File: config.mk
export PLATFORM = sky130hd
export DESIGN_NAME = batch_uart_transmitter
export DESIGN_NICKNAME = d
export VERILOG_FILES = /design/src/rtl/batch_uart_transmitter.sv
export SDC_FILE = /design/constraint.sdc
export NUM_CORES = 1
export LEC_CHECK = 0
export CORE_MARGIN = 4
export CORE_UTILIZATION = 59
export CTS_CLUSTER_SIZE = 25
export DETAILED_ROUTE_END_ITERATION = 6
export PLACE_DENSITY_LB_ADDON = 0.05
export REMOVE_ABC_BUFFERS = 1
export SLEW_MARGIN = 30
export SYNTH_ARGS = -nofsm -noshare
export SYNTH_HDL_FRONTEND = slang
export SYNTH_SLANG_ARGS = --single-unit
File: constraint.sdc
create_clock -name clk -period 4.8 [get_ports clk]
set_input_delay 0.96 -clock clk [delete_from_list [all_inputs] [get_ports clk]]
set_output_delay 0.96 -clock clk [all_outputs]
set_load 0.005 [all_outputs]
File: src/rtl/batch_uart_transmitter.sv
// Purpose: drains a batch memory (addresses 0..BATCH_SIZE-1) word by word onto a UART TX line, LSB first, 1 start / 1 stop bit.
// Latency: start sampled at edge k -> mem_en after k, start bit after k+2; each word costs frame + 2 cycles (FETCH, LOAD).
// Backpressure: none; start is ignored while busy. Optional even parity bit when UART_TX_PARITY_EN is defined.
module batch_uart_transmitter #(
    parameter int BATCH_SIZE     = 1000,
    parameter int MEM_ADDR_WIDTH = (BATCH_SIZE > 1) ? $clog2(BATCH_SIZE) : 1,
    parameter int DATA_WIDTH     = 8,
    parameter int CLK_FREQ       = 100_000_000,
    parameter int BAUD_RATE      = 115200,
    parameter int CLKS_PER_BIT   = CLK_FREQ / BAUD_RATE
) (
    input  logic                      clk,
    input  logic                      rst_n,
    input  logic                      start,
    output logic                      busy,
    output logic                      done,
    output logic                      mem_en,
    output logic [MEM_ADDR_WIDTH-1:0] mem_addr,
    input  logic [DATA_WIDTH-1:0]     mem_data,
    output logic                      tx
);

    localparam int CNT_W = $clog2(CLKS_PER_BIT);
    localparam int BIT_W = $clog2(DATA_WIDTH + 1);

    localparam logic [CNT_W-1:0]          CNT_LAST  = CNT_W'(CLKS_PER_BIT - 1);
    localparam logic [BIT_W-1:0]          BIT_LAST  = BIT_W'(DATA_WIDTH - 1);
    localparam logic [MEM_ADDR_WIDTH-1:0] ADDR_LAST = MEM_ADDR_WIDTH'(BATCH_SIZE - 1);

`ifdef UART_TX_PARITY_EN
    typedef enum logic [2:0] {IDLE, FETCH, LOAD, START, DATA, PARITY, STOP} state_t;
`else
    typedef enum logic [2:0] {IDLE, FETCH, LOAD, START, DATA, STOP} state_t;
`endif

    state_t                 state;
    logic [CNT_W-1:0]       clk_cnt;   // clocks elapsed within the current bit period
    logic [BIT_W-1:0]       bit_idx;   // data bit currently on the line
    logic [DATA_WIDTH-1:0]  shreg;     // bits still waiting to be sent, next one in [0]
`ifdef UART_TX_PARITY_EN
    logic                   parity_bit;
`endif

    wire period_end = (clk_cnt == CNT_LAST);

    // Batch sequencer and bit serialiser; every output is a register.
    always_ff @(posedge clk) begin
        if (!rst_n) begin
            state      <= IDLE;
            tx         <= 1'b1;
            busy       <= 1'b0;
            done       <= 1'b0;
            mem_en     <= 1'b0;
            mem_addr   <= '0;
            clk_cnt    <= '0;
            bit_idx    <= '0;
            shreg      <= '0;
`ifdef UART_TX_PARITY_EN
            parity_bit <= 1'b0;
`endif
        end else begin
            done <= 1'b0;
            case (state)
                IDLE: begin
                    tx <= 1'b1;
                    if (start) begin
                        state    <= FETCH;
                        busy     <= 1'b1;
                        mem_en   <= 1'b1;
                        mem_addr <= '0;
                    end
                end

                // Read request was presented during this cycle; data returns next cycle.
                FETCH: begin
                    mem_en <= 1'b0;
                    state  <= LOAD;
                end

                // The only cycle where mem_data is looked at.
                LOAD: begin
                    shreg   <= mem_data;
`ifdef UART_TX_PARITY_EN
                    parity_bit <= ^mem_data;
`endif
                    tx      <= 1'b0;
                    clk_cnt <= '0;
                    state   <= START;
                end

                START: begin
                    if (period_end) begin
                        clk_cnt <= '0;
                        bit_idx <= '0;
                        tx      <= shreg[0];
                        shreg   <= shreg >> 1;
                        state   <= DATA;
                    end else begin
                        clk_cnt <= clk_cnt + 1'b1;
                    end
                end

                DATA: begin
                    if (period_end) begin
                        clk_cnt <= '0;
                        if (bit_idx == BIT_LAST) begin
`ifdef UART_TX_PARITY_EN
                            tx    <= parity_bit;
                            state <= PARITY;
`else
                            tx    <= 1'b1;
                            state <= STOP;
`endif
                        end else begin
                            tx      <= shreg[0];
                            shreg   <= shreg >> 1;
                            bit_idx <= bit_idx + 1'b1;
                        end
                    end else begin
                        clk_cnt <= clk_cnt + 1'b1;
                    end
                end

`ifdef UART_TX_PARITY_EN
                PARITY: begin
                    if (period_end) begin
                        clk_cnt <= '0;
                        tx      <= 1'b1;
                        state   <= STOP;
                    end else begin
                        clk_cnt <= clk_cnt + 1'b1;
                    end
                end
`endif

                // End of stop bit: either finish the batch or fetch the next word.
                STOP: begin
                    if (period_end) begin
                        clk_cnt <= '0;
                        if (mem_addr == ADDR_LAST) begin
                            state    <= IDLE;
                            busy     <= 1'b0;
                            done     <= 1'b1;
                            mem_addr <= '0;
                        end else begin
                            state    <= FETCH;
                            mem_en   <= 1'b1;
                            mem_addr <= mem_addr + 1'b1;
                        end
                    end else begin
                        clk_cnt <= clk_cnt + 1'b1;
                    end
                end

                default: begin
                    state <= IDLE;
                    tx    <= 1'b1;
                    busy  <= 1'b0;
                end
            endcase
        end
    end

endmodule
Yosys cells after proc, flatten, opt, wreduce, memory -nomap -nowiden. Index checks and enable logic that the tools add are counted. W data, S select, Z words.

Word-level logic and storage cells: 80. Register bits: 39.

Reductions and logical operators: 17. Add/subtract/negate cells: 3. Equal/unequal tests: 16. Bitwise operators: 2. Mux-type cells: 33.

Operator list (count): $mux W10 (4); $pmux W10 S2 (2); $mux W8 (3); $pmux W8 S3 (1); $add A10 B1 Y10 const B (2); $eq A10 B10 Y1 const B (2); $pmux W3 S6 (1); $ne A2 B2 Y1 const B (8); $reduce_and A4 Y1 (4); $mux W3 (5); $mux W4 (3); $mux W1 (10); $reduce_and A3 Y1 (3); $pmux W4 S2 (1); $eq A3 B2 Y1 const B (2); $eq A3 B3 Y1 const B (2); $pmux W1 S3 (2); $reduce_bool A2 Y1 (3); $reduce_bool A3 Y1 (2); $reduce_and A5 Y1 (1); $add A4 B1 Y4 const B (1); $eq A4 B3 Y1 const B (1); $pmux W1 S4 (1); $reduce_or A4 Y1 (1); 5 further kinds (6).

Longest topological paths before layout.
Depth after elaboration: 4. Gate-level depth with buffers: 9. Gate-level depth less buffers: 6.

Worst setup path before layout. Ideal clock, no wire load.

Path kind: input to register. Start point: input start. End point: register mem_addr[6]. Data arrival time: 1957 ps. Setup time: 74 ps. Stages on the path: 5. Slack: 2769 ps. Buffers on the path: 0. Cells stage by stage: nor2b_1 -> and2_1 -> o21ai_1 -> or4_1 -> o21ai_0.

Cells in the longest elaborated chain, start to end: 2.

Ends and longest elaborated chain: start, declared (RTL line 14) `input logic start,`; $ne A2 B2 Y1 (no line); $reduce_and A3 Y1 (no line); end signal, assigned (RTL line 148) `mem_addr <= mem_addr + 1'b1;`; end, declared (RTL line 18) `output logic [MEM_ADDR_WIDTH-1:0] mem_addr,`.

Every way passes these cells. A chain may end at the register's enable or synchronous reset.

==> reports/metrics.csv <==
stage,metric,value,unit
routing,drcViolationCount,0,
finish,num-fill-cells,288,
logic_synthesis,ys_seq_area_share,38.4,%
finish,finalInstanceArea,2330,µm²
logic_synthesis,ys_seq_elements,39,
worst_setup_path,path_class,input pin to flip-flop,
worst_setup_path,rr_worst_depth,5,
die,coreArea,3340,µm²
die,die_w,66.7,µm
routing,ant_nets,0,
worst_setup_path,path_buf_inv,2,
finish,drive_above_1_share,5.15,%
timing,setup_ws,2110,ps
clocking,worstSkewPairLatency,350,ps
global_route,grt_pass1_vias,1610,
finish,mostFrequentLayoutCells,"39 x dfxtp_1, 30 x nor2_1, 26 x nand2_1",
timing,fmax,0.372,GHz
clocking,clk_pin_slew,110,ps
worst_setup_path,cp_data_required_time,5070,ps
routing,finalWirelength,4230,µm
logic_synthesis,syn_area,2030,µm²
routing,firstDrtPassIters,4,
worst_setup_path,rr_endpoint,mem_addr[7],
global_route,grt_max_degree,25,
finish,final_common_cell,dfxtp_1,
logic_synthesis,synth_cells,250,
timing,rsz0062_at_grt,false,
outcome,status,"complete, no violations",
worst_setup_path,crit_family,buffers and inverters,
worst_setup_path,worstPathCellList,clkdlybuf4s50_1 -> inv_1 -> or4_1 -> o21ai_0,
placement,port-buffer-count,24,
worst_setup_path,crit_path_end,mem_addr[7],
global_route,global_route.usage.met1,27.2,%
global_route,antenna_found_initial,0,
timing,period_share,56.0,%
logic_synthesis,ys_async_sr_fraction,0,%
global_route,overflow,0,
timing,setup_viol,0,
timing,fin_crit,2690,ps
logic_synthesis,synthFlopType,dfxtp_1,
die,die_h,66.7,µm
die,start_util,60.9,%
finish,final_nets,285,
clocking,cts_buffer_depth,2,
worst_setup_path,reg2reg_from,state[0],
worst_setup_path,crit_start,rst_n,
global_route,grt_use_met3,5.40,%
clocking,cts_tree,done,
routing,drtIter0Drc,125,
worst_setup_path,cp_max_fo,24,
worst_setup_path,path_depth,4,
worst_setup_path,endpoint_kind,flip-flop,
die,die_area,4450,µm²
timing,hold_viol,0,
clocking,cts_resized,0,
placement,placed_cell_area,2280,µm²
finish,final_core_util,69.9,%
timing,finClkSkew,8.20,ps
logic_synthesis,synth_warnings,0,
routing,vias_per_cell,5.76,
global_route,grt_pass1_wl,7050,µm
clocking,root_buffer,clkbuf_4,
worst_setup_path,cp_slowest_cell,clkdlybuf4s50_1,
timing,maxSlewHeadroom,50.9,%
worst_setup_path,crit_path_start_kind,input pin,
global_route,grt_usage,20.4,%
power_and_ir_drop,powerDensity,250,nW/µm²
worst_setup_path,r2r_slack,2520,ps
worst_setup_path,critPathMaxStageDelay,800,ps
power_and_ir_drop,vdd_drop_max,182,µV
die,io_pins,25,
placement,place_hpwl,3030,µm
clocking,clock_sinks,39,
clocking,hold_buffers,0,
min_path,min_path_type,flip-flop to flip-flop,
placement,pre_cts_slack,1790,ps
timing,worst_pin_slew,735,ps
finish,area_growth,14.8,%
die,row_count,21,
clocking,cts-buffers-inserted,5,
global_route,met2_usage,31.4,%
timing,fin_tns_setup,0,ps
routing,vias,1832,
routing,wire_per_inst,13.3,µm
logic_synthesis,avgSynthCellArea,8.13,µm²
flow_run,cap_violations,0,
clocking,cts_setup_buffers,0,
worst_setup_path,arrival,2960,ps
power_and_ir_drop,p_leak,0.000849,µW
finish,n_antenna_cell,0,
global_route,grt-busiest-layer,met2,
placement,gp_congestion,0.831,
logic_synthesis,synth.distinct_cells,49,
timing,final_max_slew_viol_count,0,
clocking,htreeDepth,2,
logic_synthesis,synth_edf_count,0,
-- Yosys cell counts, types with 2 or more instances --
library cell	n	area share [%]
nor3_1	5	1.2
and2_1	3	0.92
or3_1	3	0.92
or4_1	4	1.5
nor2b_1	5	1.5
and3_1	7	2.2
inv_1	3	0.55
o21ai_1	2	0.49
clkbuf_1	5	0.92
ha_1	3	1.8
o22ai_1	2	0.62
dfxtp_1	39	38
nor3b_1	2	0.74
nor2_1	30	5.5
nand2_1	26	4.8
nand3_1	12	3.0
a21oi_1	19	4.7
and3b_1	2	0.86
nand4_1	4	1.2
a211oi_1	7	2.6
o21ai_0	16	3.9
mux2i_1	8	3.9
nor4_1	2	0.62
a31oi_1	2	0.62
xor2_1	5	2.2
or2_2	2	0.62
buf_2	4	0.99
nand2b_1	5	1.5
nand3b_1	3	1.1
-- logic make-up (layout without fill, tap and decap cells) --
| family | Yosys count | in the layout | share of synthesized area [%] |
|---|---|---|---|
| xor+xnor | 7 | 7 | 3.39 |
| buf+inv | 13 | 35 | 2.83 |
| flops | 39 | 39 | 38.4 |
| compound gates | 59 | 59 | 18.4 |
| simple gates | 121 | 121 | 31.2 |
| mux | 8 | 8 | 3.94 |
| fa+ha+maj | 3 | 3 | 1.85 |
-- tightest hold or removal path, stage by stage, from the launching register on --
cell and delay (ps):
dfxtp_1 320, nand2b_1 60, a21oi_1 50
-- layer usage --
| metal | vias to the layer above | part of all wire [%] |
|---|---|---|
| met1 | 842 | 48 |
| met5 | - | 0 |
| met4 | 0 | 1.6 |
| li1 | 945 | - |
| met2 | 38 | 45 |
| met3 | 7 | 5.0 |
-- area by class of cell --
type                       instances  area (µm²)  area share [%]
clock buffer                       7        45.0            1.93
inverter                           3        11.3           0.483
clock inverter                     1        5.00           0.214
multi-input combinational        198        1190            51.2
timing repair buffer              24         240            10.3
tap                               46        57.6            2.47
sequential                        39         781            33.5
-- how the worst min path moves through the flow --
stage | startpoint | end | cells after the start
3_3_place_gp | shreg[7] | shreg[7] | 2
3_5_place_dp | shreg[7] | shreg[7] | 2
6_report | shreg[7] | shreg[7] | 2
4_1_cts | shreg[7] | shreg[7] | 2
5_1_grt | shreg[7] | shreg[7] | 2
2_1_floorplan | shreg[7] | shreg[7] | 2
-- power by group --
group          switching [µW]  internal (µW)  leakage (µW)  total (µW)
clock                     105           57.2     0.0000293         162
combinational            38.6           33.0      0.000503        71.6
sequential               13.8            336      0.000317         350
total                     158            426      0.000849         584
-- registers in the layout, indices dropped and copies added, names as in the netlist --
signal and count:
clk_cnt 10, tx 1, mem_en 1, busy 1, state 3, done 1, bit_idx 4, shreg 8
mem_addr 10
-- through the flow --
stage	power (µW)	instances	hold WS, ps
finish	584	318	480
floorplan	400	240	446
detailed placement	429	310	468
global route	613	318	528
global placement	428	310	460
CTS	589	318	485
(Power assumes the default switching activity.)
